===== src/rtl/loader_pkg.sv =====
// Shared types and constants for the serial program loader.
// PROGRAM_LOADER_CHECKSUM_EN adds the checksum trailer state.
package loader_pkg;

  localparam int unsigned WORD_W          = 32;
  localparam int unsigned DEFAULT_ADDR_W  = 12;
  localparam int unsigned DEFAULT_TIMEOUT = 1000;

`ifdef PROGRAM_LOADER_CHECKSUM_EN
  typedef enum logic [1:0] {StHdr, StLoad, StCsum, StDone} loader_state_e;
`else
  typedef enum logic [1:0] {StHdr, StLoad, StDone} loader_state_e;
`endif

endpackage


===== src/rtl/serial_word_deser.sv =====
// Synchronizes the async strobe/data pair and assembles LSB-first 32-bit words.
// A partial word is dropped after TIMEOUT idle cycles.
module serial_word_deser
  import loader_pkg::*;
#(
  parameter int unsigned SYNC_STAGES = 2,
  parameter int unsigned TIMEOUT     = DEFAULT_TIMEOUT
) (
  input  logic              clk_i,
  input  logic              rst_i,
  input  logic              data_on_i,
  input  logic              data_i,
  output logic [WORD_W-1:0] word_o,
  output logic              word_evt_o
);

  localparam int unsigned TW = $clog2(TIMEOUT + 1);

  logic [SYNC_STAGES-1:0] on_sync_q;
  logic [SYNC_STAGES-1:0] dat_sync_q;
  logic                   on_prev_q;
  logic [WORD_W-1:0]      sr_q;
  logic [4:0]             cnt_q;
  logic [TW-1:0]          idle_q;
  logic                   bit_evt;
  logic                   data_s;

  assign bit_evt    = on_sync_q[SYNC_STAGES-1] & ~on_prev_q;
  assign data_s     = dat_sync_q[SYNC_STAGES-1];
  // Word including the bit arriving this cycle, so word_evt and word align.
  assign word_o     = {data_s, sr_q[WORD_W-1:1]};
  assign word_evt_o = bit_evt && (cnt_q == 5'd31);

  always_ff @(posedge clk_i or posedge rst_i) begin
    if (rst_i) begin
      on_sync_q  <= '0;
      dat_sync_q <= '0;
      on_prev_q  <= 1'b0;
      sr_q       <= '0;
      cnt_q      <= '0;
      idle_q     <= '0;
    end else begin
      on_sync_q  <= SYNC_STAGES'({on_sync_q, data_on_i});
      dat_sync_q <= SYNC_STAGES'({dat_sync_q, data_i});
      on_prev_q  <= on_sync_q[SYNC_STAGES-1];
      if (bit_evt) begin
        sr_q   <= word_o;
        cnt_q  <= cnt_q + 5'd1;
        idle_q <= '0;
      end else if (cnt_q != 5'd0) begin
        if (idle_q == TW'(TIMEOUT - 1)) begin
          sr_q   <= '0;
          cnt_q  <= '0;
          idle_q <= '0;
        end else begin
          idle_q <= idle_q + TW'(1);
        end
      end else begin
        idle_q <= '0;
      end
    end
  end

endmodule


===== src/rtl/program_loader.sv =====
// Loads a length-prefixed word stream into memory while holding the processor in reset.
// PROGRAM_LOADER_CHECKSUM_EN enables the running-sum trailer check.
module program_loader
  import loader_pkg::*;
#(
  parameter int unsigned ADDR_W      = DEFAULT_ADDR_W,
  parameter int unsigned TIMEOUT     = DEFAULT_TIMEOUT,
  parameter int unsigned SYNC_STAGES = 2
) (
  input  logic              clk,
  input  logic              reset,
  input  logic              dataOnPin,
  input  logic              dataPin,
  input  logic              rearm,
  output logic              mem_we,
  output logic [ADDR_W-1:0] mem_addr,
  output logic [WORD_W-1:0] mem_data,
  output logic              proc_reset,
  output logic              done,
  output logic              checksum_ok,
  output logic [ADDR_W-1:0] words_loaded
);

  logic [WORD_W-1:0] word;
  logic              word_evt;

  serial_word_deser #(
    .SYNC_STAGES(SYNC_STAGES),
    .TIMEOUT    (TIMEOUT)
  ) u_deser (
    .clk_i     (clk),
    .rst_i     (reset),
    .data_on_i (dataOnPin),
    .data_i    (dataPin),
    .word_o    (word),
    .word_evt_o(word_evt)
  );

  loader_state_e     state_q;
  logic [ADDR_W-1:0] len_q;
  logic [ADDR_W-1:0] addr_q;
  logic [ADDR_W-1:0] words_q;
  logic              mem_we_q;
  logic [ADDR_W-1:0] mem_addr_q;
  logic [WORD_W-1:0] mem_data_q;
  logic              done_q;
  logic              proc_reset_q;
`ifdef PROGRAM_LOADER_CHECKSUM_EN
  logic [WORD_W-1:0] sum_q;
  logic              csum_ok_q;
`endif

  always_ff @(posedge clk or posedge reset) begin
    if (reset) begin
      state_q      <= StHdr;
      len_q        <= '0;
      addr_q       <= '0;
      words_q      <= '0;
      mem_we_q     <= 1'b0;
      mem_addr_q   <= '0;
      mem_data_q   <= '0;
      done_q       <= 1'b0;
      proc_reset_q <= 1'b1;
`ifdef PROGRAM_LOADER_CHECKSUM_EN
      sum_q        <= '0;
      csum_ok_q    <= 1'b0;
`endif
    end else begin
      mem_we_q <= 1'b0;
      unique case (state_q)
        StHdr: begin
          if (word_evt) begin
            len_q   <= word[ADDR_W-1:0];
            addr_q  <= '0;
            words_q <= '0;
`ifdef PROGRAM_LOADER_CHECKSUM_EN
            sum_q   <= '0;
`endif
            if (word[ADDR_W-1:0] == '0) begin
`ifdef PROGRAM_LOADER_CHECKSUM_EN
              state_q      <= StCsum;
`else
              state_q      <= StDone;
              done_q       <= 1'b1;
              proc_reset_q <= 1'b0;
`endif
            end else begin
              state_q <= StLoad;
            end
          end
        end
        StLoad: begin
          if (word_evt) begin
            mem_we_q   <= 1'b1;
            mem_addr_q <= addr_q;
            mem_data_q <= word;
            addr_q     <= addr_q + ADDR_W'(1);
            words_q    <= words_q + ADDR_W'(1);
`ifdef PROGRAM_LOADER_CHECKSUM_EN
            sum_q      <= sum_q + word;
`endif
            if (words_q + ADDR_W'(1) == len_q) begin
`ifdef PROGRAM_LOADER_CHECKSUM_EN
              state_q      <= StCsum;
`else
              state_q      <= StDone;
              done_q       <= 1'b1;
              proc_reset_q <= 1'b0;
`endif
            end
          end
        end
`ifdef PROGRAM_LOADER_CHECKSUM_EN
        StCsum: begin
          if (word_evt) begin
            csum_ok_q    <= (word == sum_q);
            state_q      <= StDone;
            done_q       <= 1'b1;
            proc_reset_q <= 1'b0;
          end
        end
`endif
        StDone: begin
          if (rearm) begin
            state_q      <= StHdr;
            done_q       <= 1'b0;
            proc_reset_q <= 1'b1;
`ifdef PROGRAM_LOADER_CHECKSUM_EN
            csum_ok_q    <= 1'b0;
`endif
          end
        end
        default: state_q <= StHdr;
      endcase
    end
  end

  assign mem_we       = mem_we_q;
  assign mem_addr     = mem_addr_q;
  assign mem_data     = mem_data_q;
  assign done         = done_q;
  assign proc_reset   = proc_reset_q;
  assign words_loaded = words_q;
`ifdef PROGRAM_LOADER_CHECKSUM_EN
  assign checksum_ok  = csum_ok_q;
`else
  assign checksum_ok  = 1'b1;
`endif

endmodule


===== config.mk =====
export PLATFORM = sky130hd
export DESIGN_NAME = program_loader
export DESIGN_NICKNAME = d
export VERILOG_FILES = /design/src/rtl/loader_pkg.sv /design/src/rtl/serial_word_deser.sv /design/src/rtl/program_loader.sv
export SDC_FILE = /design/constraint.sdc
export NUM_CORES = 1
export LEC_CHECK = 0
export CORE_ASPECT_RATIO = 0.5
export CORE_UTILIZATION = 45
export DETAILED_ROUTE_END_ITERATION = 7
export PLACE_DENSITY = 0.66
export SLEW_MARGIN = 20
export SYNTH_ARGS = -nofsm -noshare
export SYNTH_HDL_FRONTEND = slang
export SYNTH_HIERARCHICAL = 1
export SYNTH_SLANG_ARGS = --single-unit

===== constraint.sdc =====
create_clock -name clk -period 4.1 [get_ports clk]
set_input_delay 0.615 -clock clk [delete_from_list [all_inputs] [get_ports clk]]
set_output_delay 0.615 -clock clk [all_outputs]
set_load 0.02 [all_outputs]

==> impl_metrics.tcl, run 1 <==
set metrics [dict create \
    run_status "finished clean" \
    io_pins 65 \
    critical_path_class "reg -> reg" \
    route.detailed.drc 0 \
    crit_required_ns 4.40 \
    drt-initial-drc-count 288 \
    cts_setup_buffers 0 \
    dp_hpwl_um 8110 \
    clock_path_buffers 2 \
    yosysMostFrequentCell "dfrtp_1" \
    syn-num-nets 585 \
    syn_area_mm2 0.00618 \
    grt_util_met2_pct 29.3 \
    synth-seq-cells 136 \
    yosysUniqueCellTypes 64 \
    synth-async-reset-ratio_pct 100 \
    gp_congestion 0.842 \
    clk_pin_slew_ns 0.07 \
    maxCapViolations 0 \
    crit_path_max_fanout 23 \
    startpoint_type "flop" \
    crit_start "u_deser/cnt_q[0]" \
    fin_crit_ns 2.80 \
    timing.hold.ws_ns 0.351 \
    hold_buffers 0 \
    rr_worst_depth 9 \
    dieArea_mm2 0.0142 \
    clk_latency_ns 0.43 \
    slowest_stage "inv_1" \
    wl_um 12600 \
    synth_ff_type "dfrtp_1" \
    synthCells 573 \
    core-area_mm2 0.0130 \
    crit_chain "ha_1 -> and3_1 -> ha_1 -> and2_1 -> nor2b_1 -> buf_4 -> nand2_1 -> inv_1 -> mux2_2" \
    max_slew_margin_pct 37.5 \
    synth_area_per_cell_um2 10.8 \
    grtUsageMet3_pct 4.85 \
    layout-drive-gt1-share_pct 18.3 \
    synth_area_leaders "dfrtp_1 55%, mux2_2 10%, nand2_1 6.4%" \
    met1_usage_pct 27.3 \
    cts_tree "done" \
    worst_clock_skew_ns 0.0135 \
    ctsResizeCount 0 \
    busiest_layer "met2" \
    synth_top_cell_area_share_pct 54.6 \
    critical_path_arrival_ns 3.11 \
    start_util_pct 47.5 \
    antenna_cells 0 \
    dr_total_vias 4327 \
    tightest_slew_ns 0.937 \
    portBuffers 63 \
    finalCritPeriodShare_pct 68.4 \
    peakVddDrop_mv 0.250 \
    leakage_nw 3.40 \
    rows 29 \
    drt-pass1-iter-count 4 \
    end_kind "flop" \
    cts_inserted_buffers 17 \
    rsz0062_at_grt "no" \
    ant_nets 0 \
    die_x_um 168 \
    finalSetupTns_ns 0 \
    rr_startpoint "u_deser/cnt_q[0]" \
    overflow 0 \
    grtUsageTotal_pct 19.3 \
    root_buffer "clkbuf_16" \
    yosysWarnings 6 \
    hp-class "reg -> reg" \
    vias_per_cell 5.32 \
    first_global_vias 4226 \
    nets 643 \
    cpMostUsedCell "ha_1" \
    grt_antenna_before_repair 0 \
    grt_max_degree 60 \
    power.density_mw_per_mm2 436 \
    synth_edf_count 0 \
    cts.sinks 136 \
    die_h_um 84.9 \
    final_hold_viol_count 0 \
    yosysSeqAreaShare_pct 55.1 \
    post_drt_wl_per_cell_um 15.4 \
    whs_path_depth 0 \
    synthToLayoutAreaGrowth_pct 21.5 \
    hp-start "u_deser/dat_sync_q[0]" \
    setup-violations-final 0 \
    yosysTopAreaCell "dfrtp_1" \
    synth_common_cells "135 x dfrtp_1, 105 x nand2_1, 55 x mux2_2" \
    fin_util_pct 57.7 \
    slew_violations 0 \
    max_freq_mhz 357 \
    grt_pass1_wl_um 21500 \
    htreeDepth 4 \
    critPathMaxStageDelay_ns 0.70 \
]
flip-flops by register name, summed over array words and instances, names as in the netlist:
| name | cells |
|---|---|
| mem_we | 1 |
| mem_addr | 12 |
| state_q | 2 |
| len_q | 12 |
| u_deser/dat_sync_q | 2 |
| u_deser/idle_q | 10 |
| proc_reset | 1 |
| mem_data | 32 |
| u_deser/on_sync_q | 2 |
| addr_q | 12 |
| done | 1 |
| u_deser/cnt_q | 5 |
| u_deser/sr_q | 31 |
| u_deser/on_prev_q | 1 |
| words_loaded | 12 |
final timing paths:
path,to,slack [ns]
max,mem_data[27],1.30
min,u_deser/dat_sync_q[1],0.35
max reg2reg,mem_data[27],1.30
min reg2reg,u_deser/dat_sync_q[1],0.35
max in group asynchronous,mem_data[27],2.68
min in group asynchronous,mem_data[13],0.71
metal layers:
metal	share of wire (%)	vias up	wire length, um
met4	0.95	0	120
met2	46	89	5720
met5	0	-	0
li1	-	2112	-
met3	4.2	13	526
met1	49	2113	6200
report_power, final:
group	switching (mW)	total [mW]	leakage, nW	internal (mW)
Clock	0.661	1.52	0.288	0.862
Sequential	0.0775	1.50	1.86	1.43
Combinational	0.139	0.246	1.25	0.106
metrics by stage:
step	power (mW)	std cells	setup WS, ns	cell area, um^2
floorplan	1.69	573	1.29	6180
global placement	1.76	782	1.38	6920
detailed placement	1.77	782	1.34	6920
CTS	3.30	814	1.31	7510
global route	3.41	814	1.08	7510
finish	3.27	814	1.30	7510
critical path, delay by kind of cell, from the launching register on:
| kind | cells | cell delay (ns) |
|---|---|---|
| fa+ha+maj | 2 | 0.34 |
| flops | 1 | 0.41 |
| mux | 1 | 0.42 |
| simple gates | 4 | 0.62 |
| buf+inv | 2 | 0.87 |
logic make-up after synthesis:
kind of cell             share of synthesized area (%)
AO/OA/AOI/OAI                                     10.1
buffers and inverters                             3.64
XOR/XNOR                                          3.48
other                                           0.0606
flip-flops                                        55.1
AND/OR/NAND/NOR                                   15.4
multiplexers                                      10.8
adder cells (fa/ha/maj)                           1.42
cell usage in the layout, fill, tap and decap left out, types with 4 or more instances in the layout:
| cell | instances |
|---|---|
| xor2_1 | 7 |
| nor2_1 | 27 |
| clkdlybuf4s50_1 | 63 |
| buf_4 | 8 |
| o21ai_0 | 51 |
| nand4_1 | 4 |
| clkbuf_16 | 17 |
| nand3_1 | 18 |
| ha_1 | 7 |
| dfrtp_1 | 135 |
| inv_1 | 13 |
| inv_6 | 5 |
| and3_1 | 5 |
| xnor2_1 | 15 |
| a21oi_1 | 12 |
| mux2i_1 | 5 |
| nor4_1 | 4 |
| mux2_2 | 55 |
| o31ai_1 | 8 |
| nand2_1 | 105 |
| nor3_1 | 6 |
layout make-up:
| class | count | area (um^2) |
|---|---|---|
| Fill cell | 1066 | 5510 |
| Inverter | 15 | 60.1 |
| Clock buffer | 17 | 425 |
| Multi-Input combinational cell | 390 | 2560 |
| Sequential cell | 136 | 3400 |
| Tap cell | 170 | 213 |
| Clock inverter | 15 | 163 |
| Timing Repair Buffer | 71 | 691 |
No activity file was read; power rests on OpenSTA's default activity.
==> run 2, diff against run 1 <==
--- a/config.mk
+++ b/config.mk
@@ -8,7 +8,7 @@
 export CORE_ASPECT_RATIO = 0.5
 export CORE_UTILIZATION = 45
 export DETAILED_ROUTE_END_ITERATION = 7
-export PLACE_DENSITY = 0.66
+export PLACE_DENSITY = 0.68
 export SLEW_MARGIN = 20
 export SYNTH_ARGS = -nofsm -noshare
 export SYNTH_HDL_FRONTEND = slang
==> constraint.sdc (replaced) <==
create_clock -name clk -period 2.4 [get_ports clk]
set_input_delay 0.36 -clock clk [delete_from_list [all_inputs] [get_ports clk]]
set_output_delay 0.36 -clock clk [all_outputs]
set_load 0.02 [all_outputs]
==> impl_metrics.tcl, run 2 (synthesized netlist as in run 1, its figures left out) <==
set metrics [dict create \
    vias_per_cell 5.29 \
    rr_startpoint "u_deser/cnt_q[1]" \
    critical_path_class "reg -> reg" \
    p_total_mw 5.73 \
    p_clk_share_pct 47.2 \
    largest_reg_flops 32 \
    layout_commonest_cell "dfrtp_1" \
    grtUsageTotal_pct 19.0 \
    hold_buffers 0 \
    intPower_mw 4.25 \
    crit_start "u_deser/cnt_q[1]" \
    critPathMaxStageDelay_ns 0.36 \
    tightest_slew_ns 0.738 \
    layout-drive-gt1-share_pct 20.5 \
    cts_setup_buffers 0 \
    critical_path.top_delay_family "simple AND/OR/NAND/NOR gates" \
    max_slew_margin_pct 50.8 \
    clock_path_buffers 2 \
    final_hold_viol_count 0 \
    leakage_nw 3.50 \
    die_x_um 168 \
    htreeDepth 4 \
    synthToLayoutAreaGrowth_pct 24.4 \
    layout_common_cells "134 x dfrtp_1, 105 x nand2_1, 63 x clkdlybuf4s50_1" \
    start_util_pct 47.5 \
    clk_latency_ns 0.42 \
    worst_clock_skew_ns 0.0159 \
    hp-start "u_deser/on_sync_q[0]" \
    ant_nets 0 \
    clk_pin_slew_ns 0.06 \
    finalCritPeriodShare_pct 93.1 \
    dpl_cell_area_mm2 0.00707 \
    dieArea_mm2 0.0142 \
    die_h_um 84.9 \
    core-area_mm2 0.0130 \
    overflow 0 \
    portBuffers 63 \
    place_inst 797 \
    drt-initial-drc-count 281 \
    power.density_mw_per_mm2 744 \
    rows 29 \
    crit_path_max_fanout 10 \
    final_cell_area_mm2 0.00769 \
    io_pins 65 \
    peakVddDrop_mv 0.477 \
    crit_required_ns 2.66 \
    root_buffer "clkbuf_16" \
    cts_inserted_buffers 17 \
    max_freq_mhz 448 \
    p_comb_share_pct 8.2 \
    slew_violations 0 \
    nets 658 \
    fin_crit_ns 2.23 \
    finalSetupTns_ns 0 \
    gp_congestion 0.897 \
    power_switching_mw 1.47 \
    post_drt_wl_per_cell_um 15.2 \
    worst-path-buf-inv 1 \
    cts_tree "done" \
    crit_chain "ha_1 -> and3_1 -> ha_1 -> and2_1 -> nor2b_1 -> buf_4 -> nand3_1 -> nor2_1 -> nand3_1 -> xor2_1 -> nor2_1" \
    rrSetupSlack_ns 0.17 \
    dr_total_vias 4382 \
    hp-class "reg -> reg" \
    startpoint_type "flop" \
    first_global_vias 4247 \
    route.detailed.drc 0 \
    dp_hpwl_um 8320 \
    end_kind "flop" \
    run_status "finished clean" \
    fin_util_pct 59.1 \
    wl_um 12600 \
    cts.sinks 136 \
    grt_max_degree 53 \
    rsz0062_at_grt "no" \
    slowest_stage "dfrtp_1" \
    antenna_cells 0 \
    netSwitchingFraction_pct 25.7 \
    setup-violations-final 0 \
    timing.hold.ws_ns 0.349 \
    drt-pass1-iter-count 4 \
    stdcell_count 829 \
    grt_antenna_before_repair 0 \
    grt_pass1_wl_um 21400 \
    pre_cts_ws_ns -0.0769 \
    critical_path_arrival_ns 2.50 \
    setup_ws_ns 0.167 \
    pwr-share-seq_pct 44.6 \
    maxCapViolations 0 \
]
run 2: power by group through the flow:
stage	logic [mW]	clock network (mW)	registers, mW
after CTS	0.479	2.75	2.55
after floorplan	0.286	0	2.60
after global placement	0.460	0	2.59
after detailed placement	0.472	0	2.59
final	0.469	2.70	2.56
after global routing	0.537	2.87	2.57
run 2: final timing paths:
path                                         to  cells after the start
min in group asynchronous          mem_data[13]                      2
min reg2reg                u_deser/on_sync_q[1]                      0
max                                  addr_q[11]                     11
min                        u_deser/on_sync_q[1]                      0
max reg2reg                          addr_q[11]                     11
max in group asynchronous      u_deser/cnt_q[1]                      3
run 2: final cells by class:
| type | instances | area, um^2 |
|---|---|---|
| Clock inverter | 14 | 176 |
| Clock buffer | 18 | 439 |
| Tap cell | 170 | 213 |
| Multi-Input combinational cell | 390 | 2560 |
| Fill cell | 1040 | 5330 |
| Timing Repair Buffer | 86 | 841 |
| Sequential cell | 136 | 3410 |
| Inverter | 15 | 60.1 |
run 2: what timing repair did:
item	in CTS	in global routing
setup endpoints to repair	11	2
resized for setup	1	1
pin swaps	0	1
run 2: per-layer routing:
layer  GRT usage [%]  up-vias  wire length (um)
li1                -     2132                 -
met1            27.5     2165              6280
met2            28.9       79              5810
met3            4.52        6               408
met4            5.25        0                76
met5               0        -                 0
==> patch 1: new RTL, settings of run 2 <==
Register the inputs `dataOnPin`, `dataPin` and `rearm` before use, without a reset. The logic sees them one clock later.
--- a/src/rtl/program_loader.sv
+++ b/src/rtl/program_loader.sv
@@ -22,4 +22,14 @@
 );
 
+  logic dataOnPin_q;
+  logic dataPin_q;
+  logic rearm_q;
+
+  always_ff @(posedge clk) begin
+    dataOnPin_q <= dataOnPin;
+    dataPin_q   <= dataPin;
+    rearm_q     <= rearm;
+  end
+
   logic [WORD_W-1:0] word;
   logic              word_evt;
@@ -31,6 +41,6 @@
     .clk_i     (clk),
     .rst_i     (reset),
-    .data_on_i (dataOnPin),
-    .data_i    (dataPin),
+    .data_on_i (dataOnPin_q),
+    .data_i    (dataPin_q),
     .word_o    (word),
     .word_evt_o(word_evt)
@@ -122,5 +132,5 @@
 `endif
         StDone: begin
-          if (rearm) begin
+          if (rearm_q) begin
             state_q      <= StHdr;
             done_q       <= 1'b0;
Formal check against the unedited RTL: no difference found for any inputs over 10 cycles, from zero or initial values and one cycle with reset high; that may be too few to reach the edited logic, so the function may still have changed.
==> patch 1 against run 2 <==
Sequential cell count increased by 3. Synthesized cell count rose by 0.52%. Cell area up 0.50%. Routed wire length is 2.4% higher. Via count about the same. Final cell count increased by 2.4%. Total power is 3.3% lower. Worst setup slack lost 0.042 ns. Synthesized area increased by 0.97%. Critical endpoint is now mem_addr[1]. Largest cell class unchanged.
==> patch 1: results (changes against run 2) <==
stage,metric,value,unit,change
global_routing,gr usage total,19.5,%,+0.44 points
worst_setup_path,Critical Path End,mem_addr[1],,
drt,post-detailed-route via-to-cell ratio,5.17,,-2.3%
global_routing,pin count of the biggest net entering global routing,52,,-1.9%
drt,initial DRC count,277,,-1.4%
global_routing,wire length of the first global-routing pass,22000,um,+2.6%
yosys,fraction of the yosys area taken by sequential cells,55.5,%,+0.43 points
yosys,"top cells by area, synth","sky130_fd_sc_hd__dfrtp_1, sky130_fd_sc_hd__mux2_2, sky130_fd_sc_hd__nand2_1, sky130_fd_sc_hd__o21ai_0, sky130_fd_sc_hd__xnor2_1",,
yosys,Post-Syn Nets,588,,+0.51%
timing,Worst slew margin,47.8,%,-3.0 points
worst_setup_path,WP data arrival,2.58,ns,+0.08 ns
timing,largest clock skew in the final design,0.0129,ns,-0.00300 ns
outcome,result of the run,"complete, no violations",,
worst_setup_path,FF-to-FF setup slack,0.12,ns,-0.04 ns
worst_setup_path,Critical R2R Launch,u_deser/cnt_q[0],,
place,placed wire-length estimate after detailed placement,8510,um,+2.3%
power_and_ir_drop,Max rail drop VDD,0.000468,V,-1.8%
yosys,count of different cell masters after synthesis,65,,+1.6%
finish,share of cells above drive strength 1,20.7,%,+0.18 points
worst_setup_path,length in cells of the worst reg-to-reg path,9,,-2
power_and_ir_drop,leakage,3.50,nW,about the same
yosys,share of flip-flops with an asynchronous set or reset,97.8,%,-2.2 points
global_routing,vias in the first global route,4319,,+1.7%
timing,Final min period,2.28,ns,+0.0419 ns
place,pre-CTS setup slack,-0.0402,ns,+0.0367 ns
drt,final routed wire length divided by cell count,15.2,um,about the same
finish,Post-layout nets,662,,+0.61%
worst_setup_path,Worst path max stage delay,0.39,ns,+0.03 ns
global_routing,antenna violations before repair,0,,unchanged
place,global placer's final weighted congestion,0.886,,-1.3%
worst_setup_path,worst-path maximum fanout,19,,+9
timing,Final Hold Slack,0.330,ns,-0.0188 ns
power_and_ir_drop,net switching power,1.48,mW,+0.78%
[patch 1: cell types whose count changed after synthesis]
cell                      delta
sky130_fd_sc_hd__dfxtp_1     +3
[patch 1: cell type report]
cell class,instances,area (um2)
Clock buffer,17,425
Clock inverter,15,131
Fill cell,1065,5370
Inverter,15,60.1
Multi-Input combinational cell,390,2560
Sequential cell,139,3470
Tap cell,186,233
Timing Repair Buffer,87,856
[patch 1: critical path, delay by kind of cell, from the launching register on]
| family | cells | cell delay [ns] |
|---|---|---|
| buffers and inverters | 2 | 0.37 |
| muxes | 1 | 0.36 |
| adders and majority gates | 2 | 0.41 |
| and+or+nand+nor | 4 | 0.63 |
| DFF | 1 | 0.39 |
[patch 1: cell families (layout without fill, tap and decap cells)]
| kind of cell | count (synthesis) | in the layout | share of synthesized area [%] |
|---|---|---|---|
| other | 1 | 1 | 0.0601 |
| AOI/OAI and AO/OA | 100 | 100 | 9.98 |
| adders and majority gates | 7 | 7 | 1.40 |
| buffers and inverters | 47 | 134 | 3.61 |
| and+or+nand+nor | 199 | 199 | 15.3 |
| muxes | 60 | 60 | 10.7 |
| xor gates and xnor gates | 23 | 23 | 3.45 |
| DFF | 139 | 139 | 55.5 |
[patch 1: metal layers]
metal,global-route usage (%),wire length [um],vias up
li1,-,-,2139
met1,27.7,6370,2155
met2,29.4,5880,81
met3,5.13,515,11
met4,5.62,110,0
met5,0,0,-
[patch 1: timing repair]
action                     CTS  global route
setup endpoints to repair   11            14
resized for setup            1             4
pin swaps                    0             1
[patch 1: worst min path at each step]
stage | start | end | depth (start not counted)
detailed placement | dataOnPin_q | u_deser/on_sync_q[0] | 0
global placement | dataPin_q | u_deser/dat_sync_q[0] | 0
floorplan | dataPin_q | u_deser/dat_sync_q[0] | 0
finish | dataOnPin_q | u_deser/on_sync_q[0] | 0
CTS | dataOnPin_q | u_deser/on_sync_q[0] | 0
global route | dataOnPin_q | u_deser/on_sync_q[0] | 0
[patch 1: power by group through the flow]
stage | sequential [mW] | clock [mW] | combinational, mW
2_1_floorplan | 2.66 | 0 | 0.287
3_3_place_gp | 2.66 | 0 | 0.444
3_5_place_dp | 2.66 | 0 | 0.458
4_1_cts | 2.62 | 2.51 | 0.465
5_1_grt | 2.64 | 2.62 | 0.518
6_report | 2.62 | 2.45 | 0.457
[patch 1: metrics by stage]
step	instances	util [%]	area, um2	setup TNS (ns)
3_3_place_gp	817	54.7	7160	0
3_5_place_dp	817	54.7	7160	-0.357
4_1_cts	849	58.9	7720	0
5_1_grt	849	59.0	7730	-0.0968
2_1_floorplan	576	-	6250	0
6_report	849	59.0	7730	0
==> patch 2: new RTL, config.mk and constraints of run 2 <==
Without the edit above. `DEFAULT_ADDR_W`: 12 -> 10.
--- a/src/rtl/loader_pkg.sv
+++ b/src/rtl/loader_pkg.sv
@@ -4,5 +4,5 @@
 
   localparam int unsigned WORD_W          = 32;
-  localparam int unsigned DEFAULT_ADDR_W  = 12;
+  localparam int unsigned DEFAULT_ADDR_W  = 10;
   localparam int unsigned DEFAULT_TIMEOUT = 1000;
 
Interface: changed (resized mem_addr and words_loaded); port bits go from 65 to 61. No check against the original RTL was run, so the function may have changed too.
==> patch 2 against run 2 <==
Critical path type unchanged. Worst setup slack lost 0.011 ns. Routed wire length shrank 0.90%. Highest routed layer unchanged. First-iteration DRC count shrank 15%. Total power shrank 8.6%. Largest cell class unchanged. Cell area shrank 7.5%. Sequential power shrank 7%. Final cell count grew 2.9%. Sequential cell count shrank 8. Fmax shrank 0.50%. Critical endpoint is now state_q[1]. Non-clock buffer count shrank 8. Synthesized area shrank 7.2%. Count of clock-buffer cells in the layout grew 1. Core utilization shrank 0.37 points.
==> patch 2: results (changes against run 2) <==
stage,metric,value,unit,change
worst_setup_path,Critical Path End,state_q[1],,
global_routing,gr usage total,20.4,%,+1.4 points
drt,via count,4404,,+0.50%
place,quantity of I/O buffers inserted on ports,59,,-6.3%
worst_setup_path,WP data arrival,2.58,ns,+0.08 ns
power_and_ir_drop,Max rail drop VDD,0.000450,V,-5.6%
outcome,result of the run,"complete, no violations",,
global_routing,wire length of the first global-routing pass,20900,um,-2.5%
timing,actual slew at the worst max-slew pin,0.665,ns,-0.0729 ns
worst_setup_path,standard cell with the maximum stage delay on the critical path,sky130_fd_sc_hd__or4_1,,
place,global placer's final weighted congestion,0.833,,-7.2%
yosys,Commonest cells post-synth,"sky130_fd_sc_hd__nand2_1, sky130_fd_sc_hd__dfrtp_1, sky130_fd_sc_hd__o21ai_0, sky130_fd_sc_hd__nor2_1, sky130_fd_sc_hd__nand3_1",,
finish,clock-cell share of area,8.30,%,+0.30 points
finish,Non-CTS buffers,78,,-9.3%
global_routing,vias in the first global route,4183,,-1.5%
global_routing,pin count of the biggest net entering global routing,52,,-1.9%
place,placed wire-length estimate after detailed placement,7920,um,-4.8%
finish,sequential cell count,128,,-5.9%
timing,largest clock skew in the final design,0.00718,ns,-0.00873 ns
yosys,"top cells by area, synth","sky130_fd_sc_hd__dfrtp_1, sky130_fd_sc_hd__nand2_1, sky130_fd_sc_hd__o21ai_0, sky130_fd_sc_hd__mux2_2, sky130_fd_sc_hd__xnor2_1",,
global_routing,met2 layer usage reported by global route,32.2,%,+3.4 points
timing,Final Hold Slack,0.350,ns,+0.00124 ns
drt,final routed wire length divided by cell count,14.6,um,-3.7%
place,area of placed instances,6520,um2,-7.9%
finish,final-layout non-clock buffer area share,10.7,%,-0.27 points
finish,share of cells above drive strength 1,11.6,%,-8.9 points
finish,Post-layout nets,686,,+4.3%
==> patch 2: worst reg2reg max path, stage by stage (launching register included) <==
cell and delay (ns):
sky130_fd_sc_hd__dfrtp_2 0.40, sky130_fd_sc_hd__ha_1 0.20, sky130_fd_sc_hd__and3_1 0.22, sky130_fd_sc_hd__xnor2_2 0.16
sky130_fd_sc_hd__a2111oi_4 0.31, sky130_fd_sc_hd__o2111ai_2 0.20, sky130_fd_sc_hd__or4_1 0.53, sky130_fd_sc_hd__a21oi_1 0.15
==> patch 2: power by group through the flow <==
stage / logic, mW / registers [mW] / clock network, mW
floorplan: 0.229 / 2.39 / 0
global placement: 0.287 / 2.41 / 0
detailed placement: 0.299 / 2.42 / 0
CTS: 0.303 / 2.38 / 2.60
global route: 0.345 / 2.40 / 2.70
finish: 0.298 / 2.39 / 2.55
==> patch 2: logic make-up after synthesis <==
family / synth area share, %
and+or+nand+nor: 23.5
AOI/OAI and AO/OA: 10.2
buffers and inverters: 4.01
muxes: 2.14
adders and majority gates: 1.31
xor gates and xnor gates: 2.88
DFF: 55.9
other: 0.0654
==> patch 2: metrics by stage <==
stage	worst slack, ns	power, mW	instances	TNS, ns
6_report	0.155	5.23	853	0
2_1_floorplan	-0.0263	2.62	613	-0.0263
5_1_grt	0.0000471	5.45	853	0
3_5_place_dp	0.140	2.72	820	0
3_3_place_gp	0.158	2.70	820	0
4_1_cts	0.112	5.29	852	0
==> patch 2: timing repair <==
item                                    in CTS  in global routing
endpoints found under the setup margin       0                  3
gates resized for setup                      0                  1
setup buffers                                0                  1
==> patch 2: routing by layer <==
metal	up-vias	part of all wire (%)
li1	2160	-
met1	2138	49
met2	91	45
met3	15	3.9
met4	0	1.4
met5	-	0
